==> config.mk <==
export PLATFORM = sky130hd
export DESIGN_NAME = linebuf_reader
export DESIGN_NICKNAME = d
export VERILOG_FILES = /design/src/rtl/linebuf_reader_pkg.sv /design/src/rtl/skid_fifo2.sv /design/src/rtl/linebuf_reader.sv
export SDC_FILE = /design/constraint.sdc
export NUM_CORES = 1
export LEC_CHECK = 0
export CORE_ASPECT_RATIO = 1.4
export CORE_MARGIN = 5
export CORE_UTILIZATION = 46
export DETAILED_ROUTE_END_ITERATION = 12
export GPL_TIMING_DRIVEN = 0
export PLACE_DENSITY = 0.74
export SKIP_LAST_GASP = 1
export SYNTH_ARGS = -nofsm -noshare
export SYNTH_HDL_FRONTEND = slang
export SYNTH_SLANG_ARGS = --single-unit
export TNS_END_PERCENT = 10
==> constraint.sdc <==
create_clock -name clk -period 4.2 [get_ports clk]
set_input_delay 0.63 -clock clk [delete_from_list [all_inputs] [get_ports clk]]
set_output_delay 0.63 -clock clk [all_outputs]
set_load 0.02 [all_outputs]
==> src/rtl/linebuf_reader_pkg.sv <==
// Shared FSM encoding, buffer sizing and read-credit helper for the line-buffer reader.
package linebuf_reader_pkg;

    typedef enum logic [1:0] {
        ST_IDLE  = 2'd0,
        ST_RUN   = 2'd1,
        ST_FLUSH = 2'd2
    } state_t;

    localparam int BUF_DEPTH = 2;

    // Words held plus the one arriving from RAM, less the one leaving, must stay below BUF_DEPTH.
    function automatic logic has_credit(input logic [1:0] count,
                                        input logic       inflight,
                                        input logic       pop);
        return ({1'b0, count} + {2'b00, inflight}) < (3'(BUF_DEPTH) + {2'b00, pop});
    endfunction

endpackage

==> src/rtl/skid_fifo2.sv <==
// Two-entry FIFO absorbing the RAM read latency; entry0 is always the head of the queue.
module skid_fifo2
    import linebuf_reader_pkg::*;
#(
    parameter int W = 10
) (
    input  logic         clk,
    input  logic         reset,
    input  logic         push,
    input  logic [W-1:0] push_data,
    input  logic         pop,
    output logic [W-1:0] head_data,
    output logic [1:0]   count
);

    localparam logic [1:0] FULL = 2'(BUF_DEPTH);

    logic [W-1:0] entry0;
    logic [W-1:0] entry1;
    logic         do_pop;
    logic         do_push;

    assign do_pop    = pop && (count != 2'd0);
    assign do_push   = push && ((count != FULL) || do_pop);
    assign head_data = entry0;

    // On a simultaneous push and pop the new word lands behind whatever remains.
    always_ff @(posedge clk) begin
        if (reset) begin
            entry0 <= '0;
            entry1 <= '0;
            count  <= 2'd0;
        end else begin
            case ({do_push, do_pop})
                2'b10: begin
                    if (count == 2'd0)
                        entry0 <= push_data;
                    else
                        entry1 <= push_data;
                    count <= count + 2'd1;
                end
                2'b01: begin
                    entry0 <= entry1;
                    count  <= count - 2'd1;
                end
                2'b11: begin
                    if (count == 2'd1) begin
                        entry0 <= push_data;
                    end else begin
                        entry0 <= entry1;
                        entry1 <= push_data;
                    end
                end
                default: ;
            endcase
        end
    end

endmodule

==> src/rtl/linebuf_reader.sv <==
// Reads a run of consecutive words from a synchronous RAM and streams them out as valid/ready,
// issuing reads only when the two-entry buffer is guaranteed room for the returning word.
module linebuf_reader
    import linebuf_reader_pkg::*;
#(
    parameter int WIDTH = 9,
    parameter int DEPTH = 9
) (
    input  logic             clk,
    input  logic             reset,
    input  logic             start,
    input  logic [DEPTH-1:0] base_addr,
    input  logic [DEPTH:0]   length,
    output logic             busy,
    output logic             done,
    output logic [DEPTH-1:0] ram_addr,
    input  logic [WIDTH-1:0] ram_dout,
    output logic [WIDTH-1:0] out_data,
    output logic             out_valid,
    input  logic             out_ready,
    output logic             out_last
);

    state_t           state;
    state_t           state_next;
    logic [DEPTH-1:0] addr_cnt;
    logic [DEPTH-1:0] ram_addr_q;
    logic [DEPTH:0]   remaining;
    logic             inflight;
    logic             inflight_last;
    logic             zero_done;
    logic [1:0]       buf_count;
    logic [WIDTH:0]   head;
    logic             pop;
    logic             issue;
    logic             accept;
    logic             drained;

    assign pop       = out_valid && out_ready;
    assign out_valid = (buf_count != 2'd0);
    assign out_data  = head[WIDTH-1:0];
    assign out_last  = out_valid && head[WIDTH];
    assign drained   = !inflight && (buf_count == 2'd0);

    // The RAM has no read enable, so the address is held between issues.
    assign ram_addr  = issue ? addr_cnt : ram_addr_q;

    always_comb begin
        state_next = state;
        issue      = 1'b0;
        accept     = 1'b0;
        busy       = 1'b0;
        done       = zero_done;
        case (state)
            ST_IDLE: begin
                if (start) begin
                    accept = 1'b1;
                    if (length != '0)
                        state_next = ST_RUN;
                end
            end
            ST_RUN: begin
                busy = 1'b1;
                if ((remaining != '0) && has_credit(buf_count, inflight, pop)) begin
                    issue = 1'b1;
                    if (remaining == (DEPTH+1)'(1))
                        state_next = ST_FLUSH;
                end
            end
            ST_FLUSH: begin
                if (drained) begin
                    done       = 1'b1;
                    state_next = ST_IDLE;
                end else begin
                    busy = 1'b1;
                end
            end
            default: state_next = ST_IDLE;
        endcase
    end

    // The last flag is captured at issue time so it travels with its word through the buffer.
    always_ff @(posedge clk) begin
        if (reset) begin
            state         <= ST_IDLE;
            addr_cnt      <= '0;
            ram_addr_q    <= '0;
            remaining     <= '0;
            inflight      <= 1'b0;
            inflight_last <= 1'b0;
            zero_done     <= 1'b0;
        end else begin
            state      <= state_next;
            zero_done  <= accept && (length == '0);
            inflight   <= issue;
            ram_addr_q <= ram_addr;
            if (accept) begin
                addr_cnt  <= base_addr;
                remaining <= length;
            end else if (issue) begin
                addr_cnt  <= addr_cnt + DEPTH'(1);
                remaining <= remaining - (DEPTH+1)'(1);
            end
            if (issue)
                inflight_last <= (remaining == (DEPTH+1)'(1));
        end
    end

    skid_fifo2 #(
        .W(WIDTH + 1)
    ) u_buf (
        .clk      (clk),
        .reset    (reset),
        .push     (inflight),
        .push_data({inflight_last, ram_dout}),
        .pop      (pop),
        .head_data(head),
        .count    (buf_count)
    );

endmodule

; After elaboration in Yosys (flattened, before gate mapping)
; Index checks and enable logic that the tools add are counted.
[word_totals]
register_bits = 55
latch_bits = 0
rom_bits = 0
ram_bits = 0
n_memories = 0
[classes]
n_reduce_logical = 22
div_mod_pow = 0
eq_ne = 16
n_mux = 26
n_mul = 0
n_addsub = 6
shift = 0
magnitude_cmp = 1
n_bitwise = 0
[ops]
columns = op, count
row1 = 10-bit two-way mux, 6
row2 = 10-bit case mux with 3 select lines, 1
row3 = 9-bit two-way mux, 3
row4 = 10-bit case mux with 2 select lines, 1
row5 = 10-bit nonzero test, 2
row6 = "2-bit inequality test, second input constant", 9
row7 = "10-bit by 1-bit equality test with 1-bit output, second input constant", 1
row8 = 10-bit zero test, 1
row9 = 2-bit two-way mux, 5
row10 = "10-bit by 1-bit subtractor with 10-bit output, second input constant", 1
row11 = "9-bit by 1-bit adder with 9-bit output, second input constant", 1
row12 = 2-bit nonzero test, 4
row13 = 1-bit logical AND, 7
row14 = 1-bit two-way mux, 7
row15 = "2-bit by 1-bit equality test with 1-bit output, second input constant", 3
row16 = "2-bit equality test, second input constant", 3
row17 = 2-bit case mux with 3 select lines, 1
row18 = 5-bit AND reduction, 1
row19 = 2-bit zero test, 2
row20 = 2-bit case mux with 2 select lines, 1
row21 = 2-bit by 1-bit adder with 3-bit output, 1
row22 = "2-bit by 1-bit adder with 3-bit output, first input constant", 1
row23 = 3-bit less-than comparator, 1
row24 = 3-bit AND reduction, 1
row25 = other kinds (7), 7

; Longest topological paths before layout
; Gate-level depths: netlist of the first run.
[logic_depth]
ltp_word = 9
depth_mapped = 7
ltp_nobuf = 6

; By module
; From an unflattened synthesis of the first run, not the netlist that was laid out.
[unflattened]
hier_cells = 320
hier_area_um2 = 2820.2
[modules_own_cells]
columns = mod, area_per_inst_um2, cells_per_inst, seq_area_each_um2, n_inst
row1 = linebuf_reader, 1836.8, 208, 660.6, 1
row2 = skid_fifo2, 983.4, 112, 440.4, 1

; Worst setup path after synthesis of the first run
; OpenSTA, ideal clock, no wires.
[synth_timing]
kind = reg-to-output
from = reg inflight
to = out ram_addr[0]
arrival_ns = 1.817
required_time_ns = 3.570
path_slack_ns = 1.753
path_stages_with_launch = 8
n_path_buf = 1
path_cell_list = dfxtp_1 ha_1 ha_1 inv_1 o21ai_1 clkbuf_1 o21ai_0 nand2_1
[synth_via]
elab_chain_cells = 6
[synth_lines]
columns = item, line_no
row1 = from (decl), linebuf_reader.sv:29  ; logic inflight;
row2 = from (signal assigned), linebuf_reader.sv:95  ; inflight <= issue;
row3 = 2-bit by 1-bit adder with 3-bit output, linebuf_reader_pkg.sv:16  ; return ({1'b0, count} + {2'b00, inflight}) < (3'(BUF_DEPTH) + {2'b00, pop});
row4 = 3-bit less-than comparator, linebuf_reader_pkg.sv:16
row5 = 1-bit logical AND, linebuf_reader.sv:64  ; if ((remaining != '0) && has_credit(buf_count, inflight, pop)) begin
row6 = 1-bit two-way mux, linebuf_reader.sv:64
row7 = 1-bit two-way mux, linebuf_reader.sv:54  ; case (state)
row8 = 9-bit two-way mux, linebuf_reader.sv:46  ; assign ram_addr = issue ? addr_cnt : ram_addr_q;
row9 = to (decl), linebuf_reader.sv:16  ; output logic [DEPTH-1:0] ram_addr,
; No other way between the ends.

; Worst setup path in the final report of the first run
[layout_timing]
from = in out_ready
to = out ram_addr[1]
[layout_via]
elab_chain_cells = 7
[layout_lines]
columns = item, line_no
row1 = from (decl), linebuf_reader.sv:20  ; input logic out_ready,
row2 = 1-bit logical AND, linebuf_reader.sv:39  ; assign pop = out_valid && out_ready;
row3 = 2-bit by 1-bit adder with 3-bit output, linebuf_reader_pkg.sv:16
row4 = 3-bit less-than comparator, linebuf_reader_pkg.sv:16
row5 = 1-bit logical AND, linebuf_reader.sv:64
row6 = 1-bit two-way mux, linebuf_reader.sv:64
row7 = 1-bit two-way mux, linebuf_reader.sv:54
row8 = 9-bit two-way mux, linebuf_reader.sv:46
; No other way between the ends.

==> impl_metrics.tcl, run 1 <==
set metrics [dict create \
    clk_pin_slew_worst_paths_ns 0.09 \
    synth-simple-area-share_pct 22.4 \
    synth_area_leaders "dfxtp_1, a311oi_1, ha_1" \
    peakVddDrop_mv 0.289 \
    core_area_um2 6250 \
    busiest_layer "met2" \
    reg2reg_from "inflight" \
    vias 2877 \
    critPathSlowestCell "clkdlybuf4s50_1" \
    postRouteAntennaNets 0 \
    cp_max_fo 10 \
    dr.pass1.iters 4 \
    clock_skew_ns 0.00262 \
    ys.flop_type "dfxtp_1" \
    synth_most_common_cell "dfxtp_1" \
    diodes 0 \
    ioPinCount 54 \
    clock-sinks 55 \
    ctsResizeCount 0 \
    row_count 34 \
    antenna_found_initial 0 \
    hp-class "flip-flop to flip-flop" \
    crit_type "input port to output port" \
    port-buffer-count 52 \
    drv_slew 0 \
    fin_nets 458 \
    drt-initial-drc-count 148 \
    dp_hpwl_um 5940 \
    synth_compound_area_share_pct 22.7 \
    required_ns 3.57 \
    async_flop_share_pct 0 \
    power.leakage_nw 1.43 \
    cellPowerDensity_nw_per_um2 559 \
    cts_hold_buf 0 \
    gp_congestion 0.901 \
    fin_tns_setup_ns 0 \
    status "finished clean" \
    synth_mux_area_share_pct 4.41 \
    fin_crit_ns 3.86 \
    area_growth_pct 23.5 \
    grt_use_total_pct 19.4 \
    cp_num_buf_inv 3 \
    utilization_pct 58.3 \
    viasPerCell 5.91 \
    cpPeakStageDelay_ns 0.60 \
    yosysSeqAreaShare_pct 37.3 \
    grt_overflow 0 \
    drive_gt1_share_pct 7.47 \
    syn-cell-area_um2 2950 \
    startpoint "out_ready" \
    setup_violations 0 \
    grt_pass1_wl_um 13200 \
    worst_pin_slew_ns 0.601 \
    cts_max_path_buffers 2 \
    crit_chain "clkdlybuf4s50_1, nor3b_2, o21ai_1, clkbuf_1, o21ai_0, nand2_1, clkdlybuf4s50_1" \
    wl_per_cell_um 16.5 \
    synth_common_cells "dfxtp_1, nor2_1, nand3_1" \
    die_width_um 77.7 \
    syn-num-nets 399 \
    initial_core_util_pct 47.2 \
    cp-start-kind "input port" \
    cts_buffers 5 \
    grt_max_degree 17 \
    cts_tree "yes" \
    fillerInstances 582 \
    cpMostUsedCell "clkdlybuf4s50_1" \
    use_met2_pct 33.9 \
    insertion_delay_ns 0.31 \
    hold_viol_final 0 \
    die_h_um 105 \
    ys.warnings.count 0 \
    synthesis.instances 355 \
    synth_edf_count 0 \
    root_buffer "clkbuf_8" \
    yosysTopAreaCellShare_pct 37.3 \
    yosys.area_share.xor_xnor_pct 0.297 \
    use_met1_pct 22.9 \
    fmax_ghz 0.259 \
    drc_errors 0 \
    synth_top_family_by_area "compound AO/OA/AOI/OAI gates" \
    routed_wl_um 8020 \
    dieArea_um2 8140 \
    slew_headroom_pct 59.7 \
    synth.distinct_cells 45 \
    yosys.area_share.adder_pct 5.09 \
    h-tree-depth 2 \
    worstHoldStart "state[0]" \
    rsz0062_at_grt "no" \
    endpoint_kind "output port" \
    path_delay_family "buffers and inverters" \
    period_share_pct 91.9 \
    maxCapViolations 0 \
    grtUsageMet3_pct 3.36 \
    ys_ff_latch 55 \
    postCtsSetupBuffers 0 \
    yosys.area.top_type "dfxtp_1" \
    synth_area_per_cell_um2 8.31 \
    grt_pass1_vias 2841 \
    cp.arrival_ns 3.23 \
]
## worst reg2reg max path: stages (launching register included)
cell	delay [ns]
dfxtp_1	0.40
ha_1	0.23
ha_1	0.29
inv_1	0.08
o21ai_1	0.50
clkbuf_1	0.44
o21ai_0	0.16
a41o_1	0.25
## per-stage QoR
step                power (mW)  hold WS (ns)  cells  setup slack [ns]  cell area [µm²]
global placement          1.73         0.469    479             0.395             3560
CTS                       2.04         0.496    487             0.383             3640
finish                    2.04         0.492    487             0.342             3640
detailed placement        1.75         0.480    479             0.403             3560
global route              2.19         0.523    487             0.191             3640
floorplan                 1.41         0.452    355              1.75             2950
## power breakdown
part           switching (mW)  internal, mW
Combinational           0.597         0.427
Sequential             0.0916         0.635
Clock                   0.172         0.115
Total                   0.861          1.18
## sequential cells by signal, summed over array words and instances, names as in the netlist
signal           cells
addr_cnt             9
u_buf.head_data     10
inflight             1
state                2
ram_addr_q           9
zero_done            1
u_buf.count          2
u_buf.entry1        10
inflight_last        1
remaining           10
## layout by cell type, fill, tap and decap left out, drive strengths merged, types with 2 or more instances in the layout
cell type	netlist	final
nor2	35	35
a311oi	18	18
nand2	25	25
o211ai	3	3
or2	3	3
o31ai	13	13
dfxtp	55	55
a21boi	2	2
mux2i	13	13
a221oi	2	2
buf	15	15
a211o	2	2
a31oi	9	9
nor3	3	3
nor4	3	3
nor3b	2	2
clkdlybuf4s50	0	52
a21oi	12	12
dlygate4sd1	2	2
o21a	3	3
inv	13	13
nor2b	4	4
o21ai	28	28
clkbuf	15	20
or3	4	4
or4	14	14
nand2b	2	2
clkinv	0	3
o2111ai	2	2
ha	12	12
nand3	28	28
and3	4	4
## layout make-up
class                           count  area [µm²]  area share [%]
Multi-Input combinational cell    255        1620            44.5
Sequential cell                    55        1100            30.2
Timing Repair Buffer               52         520            14.3
Buffer                             32         180            4.94
Tap cell                           72        90.1            2.47
Clock buffer                        5        68.8            1.89
Inverter                           13        48.8            1.34
Clock inverter                      3        15.0           0.412
## layer usage
layer | vias up | routed length (µm)
met1 | 1331 | 3290
met5 | - | 0
li1 | 1427 | -
met3 | 13 | 475
met4 | 0 | 139
met2 | 106 | 4110
## cell families (layout without fill, tap and decap cells)
group                      count (synthesis)  after routing
muxes                                     13             13
and+or+nand+nor                          130            130
DFF                                       55             55
adders and majority gates                 12             12
AOI/OAI and AO/OA                         99             99
xor gates and xnor gates                   1              1
buffers and inverters                     45            105
## final timing paths
path	end	slack (ns)	cells after the start
setup / recovery	ram_addr[1]	0.34	7
hold / removal	state[0]	0.49	2
hold reg to reg	state[0]	0.49	2
setup reg to reg	remaining[1]	1.74	7
(Power assumes the default switching activity.)
==> run 2: changes to the inputs <==
Clock period 4.2 ns to 4.95 ns, I/O delays scaled along.
==> results of run 2 <==
The final DEF is identical to that of run 1. Status: finished clean.
Among the figures that moved: setup slack after placement 0.403 ns -> 0.928 ns; setup slack after layout 0.342 ns -> 0.867 ns; register-to-register setup slack 1.74 ns -> 2.49 ns; total power 2.04 mW -> 1.73 mW; worst IR drop on VDD 0.289 mV -> 0.245 mV
==> run 3: changes to the inputs <==
Clock period 4.95 ns to 3.96 ns, I/O delays scaled along.
==> results of run 3 <==
The final DEF is identical to that of run 1. Status: finished clean.
Among the figures that moved: setup slack after placement 0.403 ns -> 0.235 ns; setup slack after layout 0.342 ns -> 0.174 ns; register-to-register setup slack 1.74 ns -> 1.50 ns; total power 2.04 mW -> 2.16 mW; worst IR drop on VDD 0.289 mV -> 0.307 mV
==> RTL change: new RTL, config.mk and constraints of run 3 <==
Take the reset off `ram_addr_q` and load it in a clocked block of its own.
--- a/src/rtl/linebuf_reader.sv
+++ b/src/rtl/linebuf_reader.sv
@@ -84,7 +84,6 @@
         if (reset) begin
             state         <= ST_IDLE;
             addr_cnt      <= '0;
-            ram_addr_q    <= '0;
             remaining     <= '0;
             inflight      <= 1'b0;
             inflight_last <= 1'b0;
@@ -93,7 +92,6 @@
             state      <= state_next;
             zero_done  <= accept && (length == '0);
             inflight   <= issue;
-            ram_addr_q <= ram_addr;
             if (accept) begin
                 addr_cnt  <= base_addr;
                 remaining <= length;
@@ -104,6 +102,10 @@
             if (issue)
                 inflight_last <= (remaining == (DEPTH+1)'(1));
         end
+    end
+
+    always_ff @(posedge clk) begin
+        ram_addr_q <= ram_addr;
     end
 
     skid_fifo2 #(
Check against the original RTL: differs if reset is asserted again (counterexample within 4 cycles, from zero or initial values and one cycle with reset high); with reset held inactive, the same outputs for 10 cycles.
==> RTL change against run 3 <==
Setup slack gained 130 ps. Highest routed layer unchanged. Largest cell class unchanged. Wire length down 25%. Area after synthesis fell by 5.3%. Clock power shrank 1%. Count of clock-buffer cells in the layout stayed put. Sequential cell count is the same. Maximum frequency is 3.6% higher. Total power grew 12%. Design area fell by 4.4%. Non-clock buffer count decreased by 5. Die area is 4.8% lower. Critical endpoint is now ram_addr[4].
==> RTL change: results (changes against run 3) <==
* Post-synth top cells: 55 x dfxtp_1, 31 x nor2_1, 22 x a21oi_1, 22 x mux2i_1, 18 x o21ai_0
* DP Area at 0.00340 mm2 (-4.5%)
* Non-clk invs at 11 (-2)
* Critical R2R Launch: u_buf.count[0]
* Pint at 1.46 mW (+17%)
* Non-filler instance count after layout at 437 (-10%)
* Wire length per cell at 13.8 um (-16%)
* Mapped Nets at 352 (-12%)
* Setup crit end: ram_addr[4]
* Reg2Reg Depth at 8 (+1)
* Leakage at 1.48 nW (+3.3%)
* Max Freq at 0.274 GHz (+3.6%)
* Comb power at 1.29 mW (+18%)
* Metal2 WL at 3190 um (-22%)
* GRT met1 Usage at 18.6% (-4.3 points)
* Layout Skew at 3.00 ps (+0.374 ps)
* Yosys cell types at 42 (-6.7%)
* Buffering overhead at 19.5% (+0.24 points)
* Flop2flop setup slack at 1660 ps (+160 ps)
* Avg Vias per Cell at 5.30 (-10%)
* Skew-Pair Late Insertion Delay at 310 ps (about the same)
* Vias in the first global route at 2266 (-20%)
* Cells on Worst Hold Path at 1 (-1)
* Critical R2R Capture: addr_cnt[1]
* Area Growth Syn to Fin at 24.8%
* Hold path start: ram_addr_q[7]
* Final Wtd Congestion at 0.868 (-3.6%)
* GRT Util Overall at 16.6% (-2.8 points)
* Status: finished clean
* Worst vdd ir at 0.335 mV (+9.3%)
* Worst EP arrival at 3060 ps (-130 ps)
* Place WS at 290 ps (+54.9 ps)
* Multi-In Gates at 214 (-16%)
* Met1 wire length at 2430 um (-26%)
* Iter 0 DRT Violations at 61 (-59%)
* Hold_ws at 480 ps (-11.3 ps)
* Buffers, non-clock at 79 (-6.0%)
* Layout clock area frac at 2.41% (+0.11 points)
* Slew headroom at 62.3% (+2.6 points)
* Post-Syn Area per Cell at 9.10 um2 (+9.5%)
* Multi-input combinational area share at 42.8% (-1.6 points)
* M3 GR Usage at 3.94% (+0.58 points)
* Fill cells at 550 (-5.5%)
* Placed insts at 429 (-10%)
* Post-cts sizing count at 0 (unchanged)
* Part of the Yosys area used for sequential elements at 39.4% (+2.1 points)
* Met3 Wirelength at 327 um (-31%)
* Synth top area cells: dfxtp_1 39%, mux2i_1 7.9%, ha_1 5.8%
* Share of layout cells above drive strength 1 at 9.81% (+2.3 points)
* Hold Crit Endpoint: ram_addr_q[7]
* Global-route wire length before repair at 9990 um (-24%)
* Core Footprint at 0.00590 mm2 (-5.6%)
* Nets at 411 (-10%)
* Clock group power at 301 uW (-1%)
* Clock power frac at 12.5% (-1.6 points)
## RTL change: changes by cell type in the layout (fill, tap and decap cells not counted), moves of 10 or more
cell and delta:
a311oi_1 -18, nand3_1 -15, a211oi_1 +13, o31ai_1 -13, or4_1 -13, xor2_1 +13, nand2_1 -12, a21oi_1 +10
## RTL change: cell families (layout without fill, tap and decap cells)
group | count (synthesis) | count (layout) | synth area share [%]
AND/OR/NAND/NOR | 90 | 90 | 16.4
AO/OA/AOI/OAI | 64 | 64 | 14.3
flip-flops | 55 | 55 | 39.4
buffers and inverters | 38 | 98 | 7.12
multiplexers | 31 | 31 | 11.9
XOR/XNOR | 16 | 16 | 5.02
adder cells (fa/ha/maj) | 13 | 13 | 5.82
## RTL change: worst max-delay path: stages
cell and delay (ps):
clkdlybuf4s50_1 530, or3b_4 430, a211oi_4 380, nand2_2 110, buf_6 170, mux2_4 300, clkdlybuf4s50_1 540
